File: src/rtl/serial_frame_ctrl_if.sv
// Bus bundle for serial_frame_ctrl: bit-level input side, word output slot, status.
// The parity_err member exists only when SERIAL_FRAME_PARITY_EN is defined.
interface serial_frame_ctrl_if #(
    parameter int W = 8
);
    logic         start;
    logic         bit_valid;
    logic         bit_in;
    logic [W-1:0] out_data;
    logic         out_valid;
    logic         out_ready;
    logic         busy;
    logic         overrun;
    logic         clear_overrun;
    logic [1:0]   state_dbg;
`ifdef SERIAL_FRAME_PARITY_EN
    logic         parity_err;

    modport master (
        output start, bit_valid, bit_in, out_ready, clear_overrun,
        input  out_data, out_valid, busy, overrun, state_dbg, parity_err
    );
    modport slave (
        input  start, bit_valid, bit_in, out_ready, clear_overrun,
        output out_data, out_valid, busy, overrun, state_dbg, parity_err
    );
`else
    modport master (
        output start, bit_valid, bit_in, out_ready, clear_overrun,
        input  out_data, out_valid, busy, overrun, state_dbg
    );
    modport slave (
        input  start, bit_valid, bit_in, out_ready, clear_overrun,
        output out_data, out_valid, busy, overrun, state_dbg
    );
`endif

    // Output slot handshake: a word transfers on any clock edge where out_valid and
    // out_ready are both high; out_data holds steady while out_valid=1 and out_ready=0.
endinterface

File: src/rtl/serial_frame_ctrl.sv
// Frame sequencer for an MSB-entry serial shift register with a one-entry output slot.
// Optional SERIAL_FRAME_PARITY_EN adds a trailing even-parity bit and parity_err.
module serial_frame_ctrl #(
    parameter int W = 8
) (
    input  logic              clk,
    input  logic              reset,
    serial_frame_ctrl_if.slave bus
);
    localparam int CNT_W = $clog2(W + 1);
`ifdef SERIAL_FRAME_PARITY_EN
    localparam int SR_W = W;
`else
    // Without parity the word is built straight from the incoming bit, so the
    // register bit that would sit at position 0 never reaches a word.
    localparam int SR_W = W - 1;
`endif

    typedef enum logic [1:0] {
        IDLE   = 2'd0,
        SHIFT  = 2'd1,
        PARITY = 2'd2
    } state_t;

    state_t            state_q, state_d;
    logic [CNT_W-1:0]  cnt_q, cnt_d;
    logic [SR_W-1:0]   sr_q, sr_d;
    logic [W-1:0]      out_data_q, out_data_d;
    logic              out_valid_q, out_valid_d;
    logic              overrun_q, overrun_d;
    logic [W-1:0]      shifted;
    logic [W-1:0]      word;
    logic              complete;
    logic              drop;
    logic              last_bit;
`ifdef SERIAL_FRAME_PARITY_EN
    logic              parity_err_q, parity_err_d;
`endif

    always_comb begin
        state_d     = state_q;
        cnt_d       = cnt_q;
        sr_d        = sr_q;
        out_data_d  = out_data_q;
        out_valid_d = out_valid_q;
        overrun_d   = overrun_q;
        complete    = 1'b0;
        drop        = 1'b0;
        shifted     = {bus.bit_in, sr_q[SR_W-1:SR_W-(W-1)]};
        last_bit    = (cnt_q == CNT_W'(W - 1));
`ifdef SERIAL_FRAME_PARITY_EN
        parity_err_d = parity_err_q;
        word         = sr_q;
`else
        word         = shifted;
`endif

        case (state_q)
            IDLE: begin
                if (bus.start) begin
                    state_d = SHIFT;
                    cnt_d   = '0;
                    sr_d    = '0;
                end
            end
            SHIFT: begin
                if (bus.start) begin
                    cnt_d = '0;
                    sr_d  = '0;
                end else if (bus.bit_valid) begin
                    sr_d = shifted[W-1:W-SR_W];
                    if (last_bit) begin
                        cnt_d = '0;
`ifdef SERIAL_FRAME_PARITY_EN
                        state_d = PARITY;
`else
                        state_d  = IDLE;
                        complete = 1'b1;
`endif
                    end else begin
                        cnt_d = cnt_q + CNT_W'(1);
                    end
                end
            end
            PARITY: begin
                if (bus.start) begin
                    state_d = SHIFT;
                    cnt_d   = '0;
                    sr_d    = '0;
                end else if (bus.bit_valid) begin
                    state_d  = IDLE;
                    complete = 1'b1;
                end
            end
            default: begin
                state_d = IDLE;
                cnt_d   = '0;
            end
        endcase

        if (out_valid_q && bus.out_ready) begin
            out_valid_d = 1'b0;
        end

        // The slot can take a new word if it is empty or being drained this cycle.
        if (complete) begin
            if (!out_valid_q || bus.out_ready) begin
                out_data_d  = word;
                out_valid_d = 1'b1;
`ifdef SERIAL_FRAME_PARITY_EN
                parity_err_d = (^sr_q) ^ bus.bit_in;
`endif
            end else begin
                drop = 1'b1;
            end
        end

        if (drop) begin
            overrun_d = 1'b1;
        end else if (bus.clear_overrun) begin
            overrun_d = 1'b0;
        end
    end

    always_ff @(posedge clk or posedge reset) begin
        if (reset) begin
            state_q     <= IDLE;
            cnt_q       <= '0;
            sr_q        <= '0;
            out_data_q  <= '0;
            out_valid_q <= 1'b0;
            overrun_q   <= 1'b0;
`ifdef SERIAL_FRAME_PARITY_EN
            parity_err_q <= 1'b0;
`endif
        end else begin
            state_q     <= state_d;
            cnt_q       <= cnt_d;
            sr_q        <= sr_d;
            out_data_q  <= out_data_d;
            out_valid_q <= out_valid_d;
            overrun_q   <= overrun_d;
`ifdef SERIAL_FRAME_PARITY_EN
            parity_err_q <= parity_err_d;
`endif
        end
    end

    assign bus.out_data  = out_data_q;
    assign bus.out_valid = out_valid_q;
    assign bus.overrun   = overrun_q;
    assign bus.busy      = (state_q != IDLE);
    assign bus.state_dbg = state_q;
`ifdef SERIAL_FRAME_PARITY_EN
    assign bus.parity_err = parity_err_q;
`endif
endmodule

File: src/flat_wrapper.sv
// flat-port wrapper written by rule: the top's interface ports become plain ports
module serial_frame_ctrl_flat 
#(
    parameter int W = 8
)
  (clk, reset, bus_start, bus_bit_valid, bus_bit_in, bus_out_ready, bus_clear_overrun, bus_out_data, bus_out_valid, bus_busy, bus_overrun, bus_state_dbg);
  serial_frame_ctrl_if #(.W(W)) bus_i ();
  input  logic clk;
  input  logic reset;
  input wire logic [$bits(bus_i.start)-1:0] bus_start;
  input wire logic [$bits(bus_i.bit_valid)-1:0] bus_bit_valid;
  input wire logic [$bits(bus_i.bit_in)-1:0] bus_bit_in;
  input wire logic [$bits(bus_i.out_ready)-1:0] bus_out_ready;
  input wire logic [$bits(bus_i.clear_overrun)-1:0] bus_clear_overrun;
  output wire logic [$bits(bus_i.out_data)-1:0] bus_out_data;
  output wire logic [$bits(bus_i.out_valid)-1:0] bus_out_valid;
  output wire logic [$bits(bus_i.busy)-1:0] bus_busy;
  output wire logic [$bits(bus_i.overrun)-1:0] bus_overrun;
  output wire logic [$bits(bus_i.state_dbg)-1:0] bus_state_dbg;
  assign bus_i.start = bus_start;
  assign bus_i.bit_valid = bus_bit_valid;
  assign bus_i.bit_in = bus_bit_in;
  assign bus_i.out_ready = bus_out_ready;
  assign bus_i.clear_overrun = bus_clear_overrun;
  assign bus_out_data = bus_i.out_data;
  assign bus_out_valid = bus_i.out_valid;
  assign bus_busy = bus_i.busy;
  assign bus_overrun = bus_i.overrun;
  assign bus_state_dbg = bus_i.state_dbg;
  serial_frame_ctrl #(.W(W)) u_core (.clk(clk), .reset(reset), .bus(bus_i));
endmodule
File: config.mk
export PLATFORM = sky130hd
export DESIGN_NAME = serial_frame_ctrl_flat
export DESIGN_NICKNAME = d
export VERILOG_FILES = /design/src/rtl/serial_frame_ctrl_if.sv /design/src/rtl/serial_frame_ctrl.sv /design/src/flat_wrapper.sv
export SDC_FILE = /design/constraint.sdc
export NUM_CORES = 1
export LEC_CHECK = 0
export BUFFER_PORTS_ARGS = -buffer_cell sky130_fd_sc_hd__buf_2
export CORE_AREA = 2 2 48 50
export CTS_CLUSTER_SIZE = 40
export DETAILED_ROUTE_END_ITERATION = 6
export DIE_AREA = 0 0 50 52
export PLACE_DENSITY_LB_ADDON = 0.05
export SYNTH_ARGS = -nofsm -noshare
export SYNTH_HDL_FRONTEND = slang
export SYNTH_SLANG_ARGS = --single-unit
File: constraint.sdc
create_clock -name clk -period 1.3 [get_ports clk]
set_clock_uncertainty 0.05 [all_clocks]
set_input_delay 0.065 -clock clk [delete_from_list [all_inputs] [get_ports clk]]
set_output_delay 0.065 -clock clk [all_outputs]
set_load 0.005 [all_outputs]
==> metrics.md <==
| Metric | Value |
|---|---|
| Run status | `finished with violations` |
| Failing checks | `setup timing` |
| CP Max Fanout | `8` |
| Clk slew on worst S/H paths | `roughly 0.12 ns` |
| Synth Instances | `80` |
| Static Leakage | `around 0.6 nW` |
| Met3 WL | `61 um` |
| Syn-to-layout area delta | `30.08%` |
| Final Cell Area | `about 1200 um2` |
| Max Clock Freq | `between 0.7 and 0.8 GHz` |
| CTS buffer count | `3` |
| GR Util All Layers | `14.24%` |
| ANT nets after route | `0` |
| Final worst setup slack | `-0.07829 ns` |
| Netlist cell types | `22` |
| Post-synth top area cell | `dfrtp_1` |
| Max Cap Viol | `0` |
| Antenna cells | `0` |
| Area of placed instances | `approximately 1100 um2` |
| Setup crit start kind | `flop` |
| GP Congestion | `slightly above 0.7` |
| # port buffers | `18` |
| Worst Path Arrival | `around 1.5 ns` |
| TritonCTS clock tree | `done` |
| DIE HEIGHT | `roughly 52 um` |
| Metal-1 WL | `756 um` |
| Peak supply drop | `roughly 0.00067 V` |
| Worst-skew pair later-pin latency | `about 0.30 ns` |
| Top routing layer used | `met4` |
| Average size of a mapped cell | `about 11 um2` |
| Post-synth top cells | `dfrtp_1, nand2_1, a21oi_1, mux2_2, nor2_1` |
| GRT overflow | `0` |
| Async S/R FF share, synth | `between 90% and 100%` |
| Drt pass-1 iters | `4` |
| Most common cell in the netlist | `dfrtp_1` |
| Hold crit path type | `in2reg` |
| # setup viols final | `9` |
| Crit end category | `flop` |
| Slew Limit Fails | `0` |
| Final Hold Viols | `0` |
| Clock Tree Buf Depth | `2` |
| TNS Setup | `-0.6377 ns` |
| Fin crit period | `approximately 1.4 ns` |
| H-tree levels | `1` |
| Seq/Total Area, Yosys | `about three fifths` |
| Synthesis Warnings | `0` |
| Root Driver | `clkbuf_4` |
| # rows | `17` |
| Initial Utilization | `between 40 and 50%` |
| Boundary pin count | `20` |
| Syn nets | `88` |
| EDFF count, synth | `0` |
| Post-DP HPWL | `~1.0 mm` |
| Vias per inst | `approximately 4.6` |
| Die ar. | `approximately 2600 um2` |
| Final period util | `106.0%` |
| Layout cells sized above 1 | `42.34%` |
| Initial antenna violation count | `0` |
| Ys flop type | `dfrtp_1` |
| Nets | `between 100 and 150` |
| WS Path Type | `reg2reg` |
| Final Routed Wirelength | `1.519 mm` |
| Core Area | `about 2100 um2` |
| Total power after layout | `0.001304 W` |
| Routed length per placed instance | `~11 um` |
| DR vias | `637` |
| Remaining DRCs | `0` |
| Post-synthesis register bit count | `22` |
| Largest net degree at the start of global routing | `23` |
| Top cells by area, synth | `dfrtp_1, mux2_2, nand2_1, a21oi_1, nand4_4` |
| First-pass GRT wire length | `between 2 and 3 mm` |
| PwrDens | `between 1000 and 1500 nW/um2` |
| Clk sinks | `22` |
| WHS | `between 0.05 and 0.06 ns` |
| Met2 Wirelength | `~680 um` |
| Synth Cell Area | `about 910 um2` |
| Die X-Extent | `~50 um` |
| Initial DRC Count | `8` |
| Vias in the first global route | `roughly 600` |
| Post-Route Utilization | `between 50 and 60%` |
| Critical path required time | `~1.4 ns` |
| RSZ-0062 raised after global routing | `yes` |
| Top-area cell type share of the netlist area | `60.44%` |
## cell usage in the layout, fill, tap and decap left out, types with 2 or more instances in the layout
cell	synthesis	layout
dfrtp_1	22	22
buf_2	1	18
nand2_1	17	17
buf_4	2	10
a21oi_1	9	8
mux2_2	8	8
nor2_1	3	3
clkbuf_4	0	3
dlygate4sd3_1	0	3
inv_1	2	2
xnor2_1	2	2
## flip-flops by register name (all words and copies together) (netlist names)
signal,flops
u_core.bus.out_data,8
u_core.sr_q,7
u_core.cnt_q,4
u_core.bus.out_valid,1
u_core.bus.overrun,1
u_core.bus.state_dbg,1
## stage by stage
step / worst slack [ns] / std cells
after floorplan: -0.03967 / 80
after global placement: -0.04916 / 131
after detailed placement: -0.06483 / 131
after CTS: -0.07946 / 138
after global routing: -0.1438 / 139
final: -0.07829 / 139
## report_power, final
| group | switching, W | leakage (nW) | internal, W |
|---|---|---|---|
| Combinational | 0.0000495 | 0.264 | 0.0000454 |
| Sequential | 0.00000662 | 0.300 | 0.000694 |
| Clock | 0.000198 | 0.0279 | 0.000311 |
## critical path, cell delays in order (launching register included)
cell and delay, ns:
dfrtp_1 0.41, ha_2 0.19, and3_4 0.15, nand4_4 0.12, mux2_2 0.35
## layer usage
metal  vias up  global-route usage [%]
met1       297                   18.42
met2        13                   22.37
li1        325                       -
met4         0                   6.944
met3         2                   3.448
met5         -                       0
## layout make-up
class / count / area, um2
clock buffers: 3 / 22.52
fillers: 205 / 920.9
repair buffers: 31 / 195.2
clock inverters: 1 / 30.03
multi-input cells: 52 / 344.1
flip-flops and latches: 22 / 550.5
inverters: 2 / 7.507
well taps: 28 / 35.03
## cell families after synthesis
family          Yosys count  share of synthesized area (%)
fa+ha+maj                 1                          1.373
simple gates             28                          15.52
compound gates           12                          7.005
other cells               1                         0.4117
xor+xnor                  2                          1.923
flops                    22                          60.44
mux                       8                          9.891
buf+inv                   6                          3.433
## path summary, 6_finish.rpt
kind	startpoint	to	slack (ns)	cells past startpoint
worst max-delay path	u_core.cnt_q[0]$_DFFE_PP0P_	u_core.bus.out_data[5]$_DFFE_PP0P_	-0.08	4
worst min-delay path	bus_start	u_core.cnt_q[3]$_DFFE_PP0P_	0.05	3
worst max register to register	u_core.cnt_q[0]$_DFFE_PP0P_	u_core.bus.out_data[5]$_DFFE_PP0P_	-0.08	4
worst min register to register	u_core.bus.out_data[3]$_DFFE_PP0P_	u_core.bus.out_data[3]$_DFFE_PP0P_	0.46	1
max in group asynchronous	reset	u_core.bus.out_data[5]$_DFFE_PP0P_	0.72	4
min in group asynchronous	reset	u_core.bus.out_data[3]$_DFFE_PP0P_	0.27	4
## timing repair
item / 4_1_cts / 5_1_grt
hold buffers: 3 / 0
buffers inserted: 0 / 1
gates cloned: 0 / 0
pin swaps: 2 / 1
hold endpoints to repair: 25 / 0
setup endpoints to repair: 9 / 12
resized for setup: 0 / 2
(Power assumes the default switching activity.)
